--- src/rtl/mem_arb_pkg.sv ---
// ----------------------------------------------------------------------------
// mem_arb_pkg
// Shared definitions for the main-memory arbiter: FSM state encodings and the
// requester port identifiers used for grant bookkeeping and read tagging.
// No ports (package).
// ----------------------------------------------------------------------------
package mem_arb_pkg;

   typedef enum logic [1:0] {
      ST_IDLE  = 2'b00,
      ST_GNT0  = 2'b01,
      ST_GNT1  = 2'b10,
      ST_DRAIN = 2'b11
   } arb_state_e;

   // Port IDs: port 0 is the instruction-cache side, port 1 the data-cache side.
   localparam logic PORT_IC = 1'b0;
   localparam logic PORT_DC = 1'b1;

endpackage : mem_arb_pkg

--- src/rtl/dff.sv ---
// ----------------------------------------------------------------------------
// dff
// Generic register cell with synchronous active-high reset to RST_VAL.
// Ports:
//   clk  in  1  clock
//   rst  in  1  synchronous active-high reset (tie low for data-only regs)
//   d_i  in  W  next-state value
//   q_o  out W  registered value
// ----------------------------------------------------------------------------
module dff #(
   parameter int             W       = 1,
   parameter logic [W-1:0]   RST_VAL = '0
) (
   input  logic         clk,
   input  logic         rst,
   input  logic [W-1:0] d_i,
   output logic [W-1:0] q_o
);

   always_ff @(posedge clk) begin
      if (rst) q_o <= RST_VAL;
      else     q_o <= d_i;
   end

endmodule : dff

--- src/rtl/rd_tag_pipe.sv ---
// ----------------------------------------------------------------------------
// rd_tag_pipe
// RD_LAT-deep shift register of {valid, port} tags. A tag pushed in cycle t
// appears on pop_* in cycle t+RD_LAT, aligned with the memory's read data.
// Ports:
//   clk        in  1  clock
//   rst        in  1  synchronous active-high reset (clears all valid bits)
//   push_i     in  1  a read was accepted by memory this cycle
//   port_i     in  1  port that issued the accepted read
//   pop_vld_o  out 1  read data for a tagged read is on the memory bus now
//   pop_port_o out 1  port that owns the read data currently returning
//   empty_o    out 1  no read is in flight
// ----------------------------------------------------------------------------
module rd_tag_pipe #(
   parameter int RD_LAT = 2
) (
   input  logic clk,
   input  logic rst,
   input  logic push_i,
   input  logic port_i,
   output logic pop_vld_o,
   output logic pop_port_o,
   output logic empty_o
);

   logic [RD_LAT-1:0] vld_q,  vld_d;
   logic [RD_LAT-1:0] port_q, port_d;

   always_comb begin
      vld_d     = '0;
      port_d    = '0;
      vld_d[0]  = push_i;
      port_d[0] = port_i;
      for (int i = 1; i < RD_LAT; i++) begin
         vld_d[i]  = vld_q[i-1];
         port_d[i] = port_q[i-1];
      end
   end

   // Only the valid bits need clearing; a stale port bit is harmless.
   dff #(.W(RD_LAT), .RST_VAL('0)) u_vld_dff (
      .clk (clk),
      .rst (rst),
      .d_i (vld_d),
      .q_o (vld_q)
   );

   dff #(.W(RD_LAT), .RST_VAL('0)) u_port_dff (
      .clk (clk),
      .rst (1'b0),
      .d_i (port_d),
      .q_o (port_q)
   );

   assign pop_vld_o  = vld_q[RD_LAT-1];
   assign pop_port_o = port_q[RD_LAT-1];
   assign empty_o    = ~|vld_q;

endmodule : rd_tag_pipe

--- src/rtl/mem_arbiter.sv ---
// ----------------------------------------------------------------------------
// mem_arbiter
// Round-robin arbiter sharing one banked main memory between the I-cache
// controller (port 0) and the D-cache controller (port 1). A grant is held
// for a full line transaction (while req stays high); the memory pipeline is
// drained before ownership can change, and read-data valid strobes are
// steered back to the port that issued each read.
// Ports:
//   clk, rst                   clock, synchronous active-high reset
//   req_0/1                    transaction request, held for whole line txn
//   rd_0/1, wr_0/1             access strobes (rd+wr together counts as wr)
//   addr_0/1, wdata_0/1        access address / write data
//   gnt_0/1                    port owns memory this cycle
//   stall_0/1                  requester must hold its access and retry
//   rd_valid_0/1               rdata carries this port's read data
//   rdata                      broadcast copy of mem_data_out
//   mem_rd, mem_wr             gated access strobes to memory
//   mem_addr, mem_wdata        owner's address / write data
//   mem_stall                  memory rejected this cycle's access
//   mem_busy                   per-bank busy flags
//   mem_data_out               memory read data
// ----------------------------------------------------------------------------
module mem_arbiter
   import mem_arb_pkg::*;
#(
   parameter int AW     = 16,
   parameter int DW     = 16,
   parameter int RD_LAT = 2,
   parameter int NBANK  = 4
) (
   input  logic             clk,
   input  logic             rst,
   input  logic             req_0,
   input  logic             req_1,
   input  logic             rd_0,
   input  logic             rd_1,
   input  logic             wr_0,
   input  logic             wr_1,
   input  logic [AW-1:0]    addr_0,
   input  logic [AW-1:0]    addr_1,
   input  logic [DW-1:0]    wdata_0,
   input  logic [DW-1:0]    wdata_1,
   output logic             gnt_0,
   output logic             gnt_1,
   output logic             stall_0,
   output logic             stall_1,
   output logic             rd_valid_0,
   output logic             rd_valid_1,
   output logic [DW-1:0]    rdata,
   output logic             mem_rd,
   output logic             mem_wr,
   output logic [AW-1:0]    mem_addr,
   output logic [DW-1:0]    mem_wdata,
   input  logic             mem_stall,
   input  logic [NBANK-1:0] mem_busy,
   input  logic [DW-1:0]    mem_data_out
);

   arb_state_e state_q, state_d;
   logic [1:0] state_raw_q;
   logic       last_q, last_d;

   logic       own_rd_0, own_rd_1, own_wr_0, own_wr_1;
   logic       tag_push, tag_port;
   logic       tag_pop_vld, tag_pop_port, tag_empty;

   // ---------------------------------------------------------------- state
   dff #(.W(2), .RST_VAL(ST_IDLE)) u_state_dff (
      .clk (clk),
      .rst (rst),
      .d_i (state_d),
      .q_o (state_raw_q)
   );
   assign state_q = arb_state_e'(state_raw_q);

   // last resets to port 1 so that port 0 wins the first tie.
   dff #(.W(1), .RST_VAL(PORT_DC)) u_last_dff (
      .clk (clk),
      .rst (rst),
      .d_i (last_d),
      .q_o (last_q)
   );

   always_comb begin
      state_d = state_q;
      last_d  = last_q;
      unique case (state_q)
         ST_IDLE: begin
            if (req_0 && req_1) state_d = (last_q == PORT_IC) ? ST_GNT1 : ST_GNT0;
            else if (req_0)     state_d = ST_GNT0;
            else if (req_1)     state_d = ST_GNT1;
         end
         ST_GNT0: begin
            if (!req_0) begin
               state_d = ST_DRAIN;
               last_d  = PORT_IC;
            end
         end
         ST_GNT1: begin
            if (!req_1) begin
               state_d = ST_DRAIN;
               last_d  = PORT_DC;
            end
         end
         ST_DRAIN: begin
            // Banks idle and no read data still owed to the old owner.
            if ((mem_busy == '0) && tag_empty) state_d = ST_IDLE;
         end
         default: state_d = ST_IDLE;
      endcase
   end

   // ---------------------------------------------------------------- datapath
   assign gnt_0 = (state_q == ST_GNT0);
   assign gnt_1 = (state_q == ST_GNT1);

   // An access needs both ownership and a live request; wr dominates rd.
   assign own_wr_0 = gnt_0 & req_0 & wr_0;
   assign own_wr_1 = gnt_1 & req_1 & wr_1;
   assign own_rd_0 = gnt_0 & req_0 & rd_0 & ~wr_0;
   assign own_rd_1 = gnt_1 & req_1 & rd_1 & ~wr_1;

   assign mem_rd    = own_rd_0 | own_rd_1;
   assign mem_wr    = own_wr_0 | own_wr_1;
   assign mem_addr  = gnt_0 ? addr_0  : (gnt_1 ? addr_1  : '0);
   assign mem_wdata = gnt_0 ? wdata_0 : (gnt_1 ? wdata_1 : '0);

   assign stall_0 = req_0 & ~(gnt_0 & ~mem_stall);
   assign stall_1 = req_1 & ~(gnt_1 & ~mem_stall);

   // ---------------------------------------------------------------- read tags
   assign tag_push = mem_rd & ~mem_stall;
   assign tag_port = gnt_1 ? PORT_DC : PORT_IC;

   rd_tag_pipe #(.RD_LAT(RD_LAT)) u_rd_tag_pipe (
      .clk        (clk),
      .rst        (rst),
      .push_i     (tag_push),
      .port_i     (tag_port),
      .pop_vld_o  (tag_pop_vld),
      .pop_port_o (tag_pop_port),
      .empty_o    (tag_empty)
   );

   assign rd_valid_0 = tag_pop_vld & (tag_pop_port == PORT_IC);
   assign rd_valid_1 = tag_pop_vld & (tag_pop_port == PORT_DC);
   assign rdata      = mem_data_out;

endmodule : mem_arbiter

--- config.mk ---
export PLATFORM = sky130hd
export DESIGN_NAME = mem_arbiter
export DESIGN_NICKNAME = d
export VERILOG_FILES = /design/src/rtl/mem_arb_pkg.sv /design/src/rtl/dff.sv /design/src/rtl/rd_tag_pipe.sv /design/src/rtl/mem_arbiter.sv
export SDC_FILE = /design/constraint.sdc
export NUM_CORES = 1
export LEC_CHECK = 0
export CAP_MARGIN = 20
export CELL_PAD_IN_SITES_DETAIL_PLACEMENT = 2
export CELL_PAD_IN_SITES_GLOBAL_PLACEMENT = 2
export CORE_MARGIN = 5
export CORE_UTILIZATION = 10
export DETAILED_ROUTE_END_ITERATION = 8
export HOLD_SLACK_MARGIN = 0.03
export PLACE_DENSITY_LB_ADDON = 0.1
export SYNTH_ARGS = -nofsm -noshare
export SYNTH_HDL_FRONTEND = slang
export SYNTH_SLANG_ARGS = --single-unit
export TNS_END_PERCENT = 100
--- constraint.sdc ---
create_clock -name clk -period 3.9 [get_ports clk]
set_input_delay 0.39 -clock clk [delete_from_list [all_inputs] [get_ports clk]]
set_output_delay 0.39 -clock clk [all_outputs]
set_load 0.03 [all_outputs]
==> reports/qor.csv, run 1 <==
metric,value,unit
CP peak stage delay,0.68,ns
GRT Util Overall,0.0903,
Die X,103,um
post-DR wirelength/cell,16.7,um
Resize count post-CTS,0,
classification of the worst-slack hold path,reg -> reg,
DRT Pass-1 Iters,4,
WS Path Type,reg -> out,
Via-to-Cell Ratio,3.91,
Syn Nets,200,
Hold Crit Start,u_rd_tag_pipe.u_port_dff.q_o[0]$_DFF_P_,
Critical Path Stages,6,
sw power,0.000544,W
Clk pwr share,0.092,
DR vias,1205,
CTS sink cnt,7,
Worst-path clk slew,0.04,ns
Final Power,0.00112,W
Placed Cells incl. Taps,304,
Cell Pwr Density,537,nW/um^2
"Non-Filler Cell Area, Final",2080,sq um
critical path's top delay family,buffers and inverters,
final net count,299,
post-synthesis sequential area ratio,0.161,
most crowded layer after global routing,met2,
Worst Hold Depth,0,
post-synth cell types,26,
Worst setup SP type,flip-flop,
CTS buffer count,3,
met2 usage,0.152,
fmax,0.349,GHz
CP arrival,2.47,ns
Reg2Reg Launch Point,u_state_dff.q_o[1]$_SDFFE_PP0P_,
#FFs+latches synth,7,
Die Y,103,um
share of cells above drive strength 1,0.0450,
yosys warns,0,
Non-Filler Instances,308,
Crit-path slowest cell,clkdlybuf4s50_1,
setup TNS,0,ns
clock root buffer,clkbuf_8,
Max-Cap Viols,0,
worst path bufs/invs,3,
IO Port Bufs,116,
Int Pwr,0.000572,W
crit path time final,2.86,ns
R2R cell count,6,
RSZ-0062 raised after global routing,no,
Initial Util,0.101,
# setup viols final,0,
Final Hold Viols,0,
Syn-to-layout area delta,139,%
crit path launch,u_state_dff.q_o[1]$_SDFFE_PP0P_,
grt ovf,0,
Leak Pwr,0.769,nW
Worst Path Required,3.51,ns
outcome,completed,
vias in the first global route,1417,
worst slew pin tran,0.484,ns
CP endpoint kind,output port,
Clock Latency Late Sink,0.23,ns
DRT antenna net count,0,
final WL,5130,um
final worst-path cycle share,0.734,
CP max FO,32,
gp weighted congestion,0.683,
n_diodes,0,
met3 Track Usage GR,0.0577,
Area after DPL,2030,sq um
first-pass GRT wire length,7500,um
Peak VDD IR,0.144,mV
hpwl dp,4420,um
Max-slew headroom,0.677,
pin count of the biggest net entering global routing,33,
"setup slack, reg-to-reg",1.93,ns
clk_skew,0.00449,ns
Row Count,34,
# hold bufs at CTS,0,
Final Max Slew Viols,0,
Iteration-0 DRC Markers,30,
final core utilization,0.242,
switch share,0.488,
worst path cell trace,inv_1 > ha_1 > nor2b_2 > buf_4 > a22o_1 > clkdlybuf4s50_1,
Mapped Area,868,sq um
Seq pwr share,0.095,
power share of the combinational group,0.813,
Clock Path Buffers,2,
post-synthesis cell count,102,
CTS tree,done,
Remaining DRCs,0,
Ports,149,
Setup Buffers After CTS,0,
"Avg Cell Area, Syn",8.51,sq um
met1 usage,0.0956,
Core Box Area,8590,sq um
die area,10600,sq um
initial antenna violation count,0,
H-tree levels,1,
==> cell type report <==
| cell class | count | area (sq um) |
|---|---|---|
| clock buffers | 4 | 45.0 |
| fillers | 970 | 6520 |
| inverters | 3 | 11.3 |
| multi-input cells | 68 | 569 |
| flip-flops and latches | 7 | 140 |
| well taps | 108 | 135 |
| repair buffers | 118 | 1180 |
==> registers in the layout (all words and copies together), names as in the netlist <==
name / flops
u_last_dff.q_o: 1
u_rd_tag_pipe.u_vld_dff.q_o: 2
u_rd_tag_pipe.u_port_dff.q_o: 2
u_state_dff.q_o: 2
==> layer usage <==
| metal | vias up | wire length (um) |
|---|---|---|
| li1 | 568 | - |
| met1 | 559 | 1890 |
| met2 | 70 | 2490 |
| met3 | 8 | 726 |
| met4 | 0 | 23 |
| met5 | - | 0 |
==> final timing paths <==
kind / to
max reg2reg: u_state_dff.q_o[0]$_SDFFE_PP0P_
min reg2reg: u_rd_tag_pipe.u_port_dff.q_o[1]$_DFF_P_
max: mem_addr[15]
min: u_rd_tag_pipe.u_port_dff.q_o[1]$_DFF_P_
==> power by group through the flow <==
stage | logic (W) | registers (W) | clock network [W]
final | 0.000907 | 0.000107 | 0.000102
after CTS | 0.000928 | 0.000107 | 0.000106
after detailed placement | 0.000921 | 0.000107 | 0
after floorplan | 0.000553 | 0.000103 | 0
after global routing | 0.000972 | 0.000109 | 0.000111
after global placement | 0.000916 | 0.000106 | 0
==> cell usage after synthesis <==
| cell type | instances | share of area |
|---|---|---|
| a311o_1 | 1 | 0.012 |
| a21boi_0 | 1 | 0.0086 |
| ha_1 | 5 | 0.072 |
| nand2b_1 | 3 | 0.022 |
| mux2i_1 | 1 | 0.012 |
| nand4b_1 | 1 | 0.010 |
| nor2b_1 | 4 | 0.029 |
| a21oi_1 | 1 | 0.0058 |
| a22o_1 | 32 | 0.32 |
| and2_1 | 2 | 0.014 |
| clkbuf_1 | 8 | 0.035 |
| dfxtp_1 | 7 | 0.16 |
| nand3b_1 | 1 | 0.0086 |
| nand2_1 | 1 | 0.0043 |
| a221oi_1 | 1 | 0.010 |
| a211oi_1 | 1 | 0.0086 |
| o21bai_1 | 1 | 0.0086 |
| a21boi_1 | 2 | 0.017 |
| nand2_2 | 1 | 0.0072 |
| buf_4 | 16 | 0.14 |
| or4_4 | 1 | 0.013 |
| a32o_1 | 1 | 0.012 |
| inv_1 | 3 | 0.013 |
| a31oi_1 | 2 | 0.014 |
| nor2_1 | 4 | 0.017 |
| o31ai_4 | 1 | 0.024 |
==> per-stage QoR <==
step | setup WS, ns | hold slack [ns]
finish | 1.04 | 0.325
global route | 0.819 | 0.329
CTS | 0.969 | 0.328
detailed placement | 1.22 | 0.318
global placement | 1.23 | 0.312
floorplan | 1.67 | 0.310
==> layout by cell type, fill, tap and decap left out <==
master,netlist,layout
nand4b_1,1,1
and2_1,2,2
inv_1,3,3
nand3b_1,1,1
a31oi_1,2,2
a32o_1,1,1
a21boi_0,1,1
mux2i_1,1,1
nor2b_2,0,1
ha_1,5,5
o31ai_4,1,1
a22o_1,32,32
a311o_1,1,1
clkbuf_1,8,1
clkbuf_8,0,3
a21oi_1,1,1
o21bai_1,1,1
or4_4,1,1
buf_4,16,2
nand2b_1,3,3
nand2_2,1,1
nor2b_1,4,3
a211oi_1,1,1
clkdlybuf4s50_1,0,116
nor2_1,4,4
a21boi_1,2,2
dfxtp_1,7,7
nand2_1,1,1
a221oi_1,1,1
==> logic make-up (layout without fill, tap and decap cells) <==
family	count (synthesis)	after routing	synth area share
AOI/OAI and AO/OA	44	44	0.444
buffers and inverters	27	125	0.186
and+or+nand+nor	18	18	0.125
DFF	7	7	0.161
adders and majority gates	5	5	0.0720
muxes	1	1	0.0115
==> worst reg2reg max path, cell delays in order (launching register included) <==
cell	delay, ns
dfxtp_1	0.40
inv_1	0.10
ha_1	0.36
and2_1	0.26
a221oi_1	0.41
a31oi_1	0.16
a21boi_1	0.16
Note: power is estimated with default switching activity, not from simulation.
==> run 2, diff against run 1 <==
- clock period: 3.9 -> 2.6 ns (I/O delays scaled with it)
==> reports/qor.csv, run 2 (synthesis gave the netlist of run 1 again) <==
metric,value,unit
Row Count,34,
Ports,149,
share of cells above drive strength 1,0.0788,
first-pass GRT wire length,7890,um
final worst-path cycle share,0.940,
met2 usage,0.167,
grt ovf,0,
fmax,0.409,GHz
hpwl dp,4570,um
"setup slack, reg-to-reg",0.70,ns
met1 usage,0.0981,
gp weighted congestion,0.687,
"commonest cells after routing, fill and taps aside","clkdlybuf4s50_1, a22o_1, buf_4, dfxtp_1, ha_1",
CP max FO,32,
Iteration-0 DRC Markers,8,
vias in the first global route,1538,
Non-Filler Instances,311,
Remaining DRCs,0,
Via-to-Cell Ratio,3.95,
Worst setup SP type,flip-flop,
WS Path Type,reg -> out,
largest registers,"u_rd_tag_pipe.u_port_dff.q_o (2), u_rd_tag_pipe.u_vld_dff.q_o (2), u_state_dff.q_o (2)",
n_diodes,0,
Setup Buffers After CTS,0,
initial antenna violation count,0,
Leak Pwr,0.795,nW
worst slew pin tran,0.392,ns
classification of the worst-slack hold path,reg -> reg,
# hold bufs at CTS,0,
clock root buffer,clkbuf_8,
Peak VDD IR,0.203,mV
setup TNS,0,ns
CP arrival,2.18,ns
CP peak stage delay,0.69,ns
final WL,5310,um
Max-Cap Viols,0,
DRT Pass-1 Iters,2,
Core Box Area,8590,sq um
CP endpoint kind,output port,
H-tree levels,1,
"commonest non-fill, non-tap cell in the layout",clkdlybuf4s50_1,
final net count,302,
post-DR wirelength/cell,17.1,um
Die X,103,um
Initial Util,0.101,
RSZ-0062 raised after global routing,no,
Crit-path slowest cell,clkdlybuf4s50_1,
DRT antenna net count,0,
met3 Track Usage GR,0.0570,
critical path's top delay family,buffers and inverters,
GRT Util Overall,0.0952,
worst path bufs/invs,3,
worst path cell trace,inv_1 > ha_1 > nor2b_2 > buf_12 > a22o_1 > clkdlybuf4s50_1,
Clock Path Buffers,2,
CTS tree,done,
Final Hold Viols,0,
Clock Latency Late Sink,0.23,ns
die area,10600,sq um
crit path time final,2.44,ns
Final Max Slew Viols,0,
Cell Pwr Density,813,nW/um^2
CTS buffer count,3,
Die Y,103,um
Worst Path Required,2.34,ns
Resize count post-CTS,0,
most crowded layer after global routing,met2,
pin count of the biggest net entering global routing,33,
CTS sink cnt,7,
Syn-to-layout area delta,143,%
# setup viols final,0,
Worst-path clk slew,0.04,ns
Max-slew headroom,0.739,
clk_skew,0.00105,ns
DR vias,1230,
IO Port Bufs,116,
outcome,completed,
Placed Cells incl. Taps,307,
run 2: cell count changes in the layout (fill, tap and decap cells not counted), sizes merged:
cell / change
clkdlybuf4s50: -3
clkinv: +1
buf: +6
clkbuf: -1
run 2: worst register-to-register path: cells and delay by family (launching register included):
family                   cells  cell delay, ns
AO/OA/AOI/OAI                3            0.66
flip-flops                   1            0.38
buffers and inverters        2            0.31
adder cells (fa/ha/maj)      1            0.23
AND/OR/NAND/NOR              1            0.20
run 2: per-stage QoR:
step            util  cell area, sq um  hold slack, ns  worst slack (ns)  total power [W]
4_1_cts        0.245              2110           0.329             0.114          0.00175
2_1_floorplan      -               868           0.310             0.497         0.000984
3_5_place_dp   0.240              2060           0.318             0.365          0.00158
5_1_grt        0.245              2110           0.340            0.0246          0.00182
6_report       0.245              2110           0.326             0.155          0.00171
3_3_place_gp   0.240              2060           0.313             0.465          0.00156
run 2: where the power goes:
part           internal [W]  switching (W)  total [W]
Sequential         0.000139      0.0000200   0.000159
Combinational      0.000636       0.000762    0.00140
Clock              0.000104      0.0000509   0.000155
run 2: routing by layer:
| metal | routed length, um | up-vias |
|---|---|---|
| met4 | 39 | 0 |
| met5 | 0 | - |
| met2 | 2710 | 74 |
| met3 | 685 | 10 |
| met1 | 1880 | 572 |
| li1 | - | 574 |
run 2: final cells by class:
type,count,area [sq um]
fill,981,6490
timing repair buffer,121,1200
multi-input combinational,68,569
sequential,7,140
tap,108,135
clock buffer,3,41.3
inverter,3,11.3
clock inverter,1,5.00
run 2: final timing paths:
check / from / to / depth (start not counted)
setup reg to reg: u_state_dff.q_o[1]$_SDFFE_PP0P_ / u_state_dff.q_o[0]$_SDFFE_PP0P_ / 7
hold / removal: u_rd_tag_pipe.u_port_dff.q_o[0]$_DFF_P_ / u_rd_tag_pipe.u_port_dff.q_o[1]$_DFF_P_ / 0
setup / recovery: u_state_dff.q_o[1]$_SDFFE_PP0P_ / mem_wdata[3] / 6
hold reg to reg: u_rd_tag_pipe.u_port_dff.q_o[0]$_DFF_P_ / u_rd_tag_pipe.u_port_dff.q_o[1]$_DFF_P_ / 0
==> run 3, diff against run 2 <==
- CORE_UTILIZATION: 10 -> 22
- DONT_BUFFER_PORTS: default -> 1
==> reports/qor.csv, run 3 (synthesis gave the netlist of run 1 again) <==
metric,value,unit
Worst-path clk slew,0.04,ns
H-tree levels,1,
Core Box Area,3740,sq um
Leak Pwr,0.350,nW
gp weighted congestion,0.667,
CP peak stage delay,0.40,ns
clock root buffer,clkbuf_8,
Iteration-0 DRC Markers,16,
Via-to-Cell Ratio,5.86,
Row Count,22,
final WL,3330,um
worst path bufs/invs,3,
CP arrival,1.97,ns
"commonest cells after routing, fill and taps aside","a22o_1, dfxtp_1, buf_4",
DRT Pass-1 Iters,3,
crit path time final,2.23,ns
initial antenna violation count,0,
worst path cell trace,inv_1 > ha_1 > buf_4 > nor2b_2 > buf_4 > a22o_1,
Max-slew headroom,0.619,
Final Hold Viols,0,
share of cells above drive strength 1,0.148,
"commonest non-fill, non-tap cell in the layout",a22o_1,
grt ovf,0,
post-DR wirelength/cell,24.5,um
crit-path most repeated cell,buf_4,
clk_skew,0.00567,ns
setup TNS,0,ns
Final Power,0.00119,W
CTS sink cnt,7,
CP max FO,32,
Max-Cap Viols,0,
Remaining DRCs,0,
Clk pwr share,0.130,
power share of the combinational group,0.737,
worst slew pin tran,0.570,ns
# hold bufs at CTS,0,
Syn-to-layout area delta,0.288,%
Int Pwr,0.000475,W
Clock Latency Late Sink,0.23,ns
Worst Path Required,2.34,ns
Die Y,72.8,um
DR vias,797,
final worst-path cycle share,0.856,
Die X,72.8,um
sw power,0.000718,W
Worst setup SP type,flip-flop,
final net count,187,
Resize count post-CTS,0,
fmax,0.449,GHz
Setup Buffers After CTS,0,
Peak VDD IR,0.408,mV
Clock Path Buffers,2,
critical path's top delay family,buffers and inverters,
classification of the worst-slack hold path,in -> reg,
final core utilization,0.233,
n_diodes,0,
DRT antenna net count,0,
pin count of the biggest net entering global routing,33,
CP endpoint kind,output port,
RSZ-0062 raised after global routing,no,
die area,5300,sq um
GRT Util Overall,0.112,
first-pass GRT wire length,4640,um
vias in the first global route,899,
# setup viols final,0,
Crit-path slowest cell,dfxtp_1,
hpwl dp,2770,um
Initial Util,0.232,
largest registers,"u_rd_tag_pipe.u_port_dff.q_o (2), u_rd_tag_pipe.u_vld_dff.q_o (2), u_state_dff.q_o (2)",
outcome,completed,
IO Port Bufs,0,
Cell Pwr Density,1370,nW/um^2
CTS tree,done,
switch share,0.602,
Seq pwr share,0.133,
Final Max Slew Viols,0,
WS Path Type,reg -> out,
CTS buffer count,3,
Ports,149,
[run 3: final timing paths]
path / end / from / cells past startpoint / slack (ns)
setup / recovery: mem_wdata[14] / u_state_dff.q_o[1]$_SDFFE_PP0P_ / 6 / 0.37
hold / removal: u_rd_tag_pipe.u_vld_dff.q_o[1]$_SDFF_PP0_ / rst / 1 / 0.11
setup reg to reg: u_state_dff.q_o[0]$_SDFFE_PP0P_ / u_state_dff.q_o[1]$_SDFFE_PP0P_ / 7 / 0.70
hold reg to reg: u_rd_tag_pipe.u_port_dff.q_o[1]$_DFF_P_ / u_rd_tag_pipe.u_port_dff.q_o[0]$_DFF_P_ / 0 / 0.33
[run 3: final cells by class]
cell class / instances / area [sq um]
fill: 456 / 2870
timing repair buffer: 6 / 45.0
inverter: 3 / 11.3
tap: 48 / 60.1
sequential: 7 / 140
multi-input combinational: 68 / 569
clock buffer: 4 / 45.0
[run 3: power groups by stage]
stage          combinational, W  sequential [W]  clock [W]
2_1_floorplan          0.000830        0.000154          0
3_3_place_gp           0.000886        0.000159          0
3_5_place_dp           0.000888        0.000161          0
4_1_cts                0.000894        0.000159   0.000161
5_1_grt                0.000933        0.000165   0.000169
6_report               0.000880        0.000159   0.000155
[run 3: routing by layer]
metal  part of all wire  vias up  GRT usage
li1                   -      345          -
met1               0.36      379      0.130
met2               0.53       63      0.186
met3              0.098       10     0.0496
met4              0.011        0     0.0266
met5                  0        -          0
[run 3: through the flow]
step / instances / hold WS [ns] / cell area, sq um / setup WS, ns
after floorplan: 102 / 0.310 / 868 / 0.497
after global placement: 132 / 0.314 / 826 / 0.641
after detailed placement: 132 / 0.331 / 826 / 0.585
after CTS: 136 / 0.104 / 871 / 0.320
after global routing: 136 / 0.0993 / 871 / 0.180
final: 136 / 0.107 / 871 / 0.374
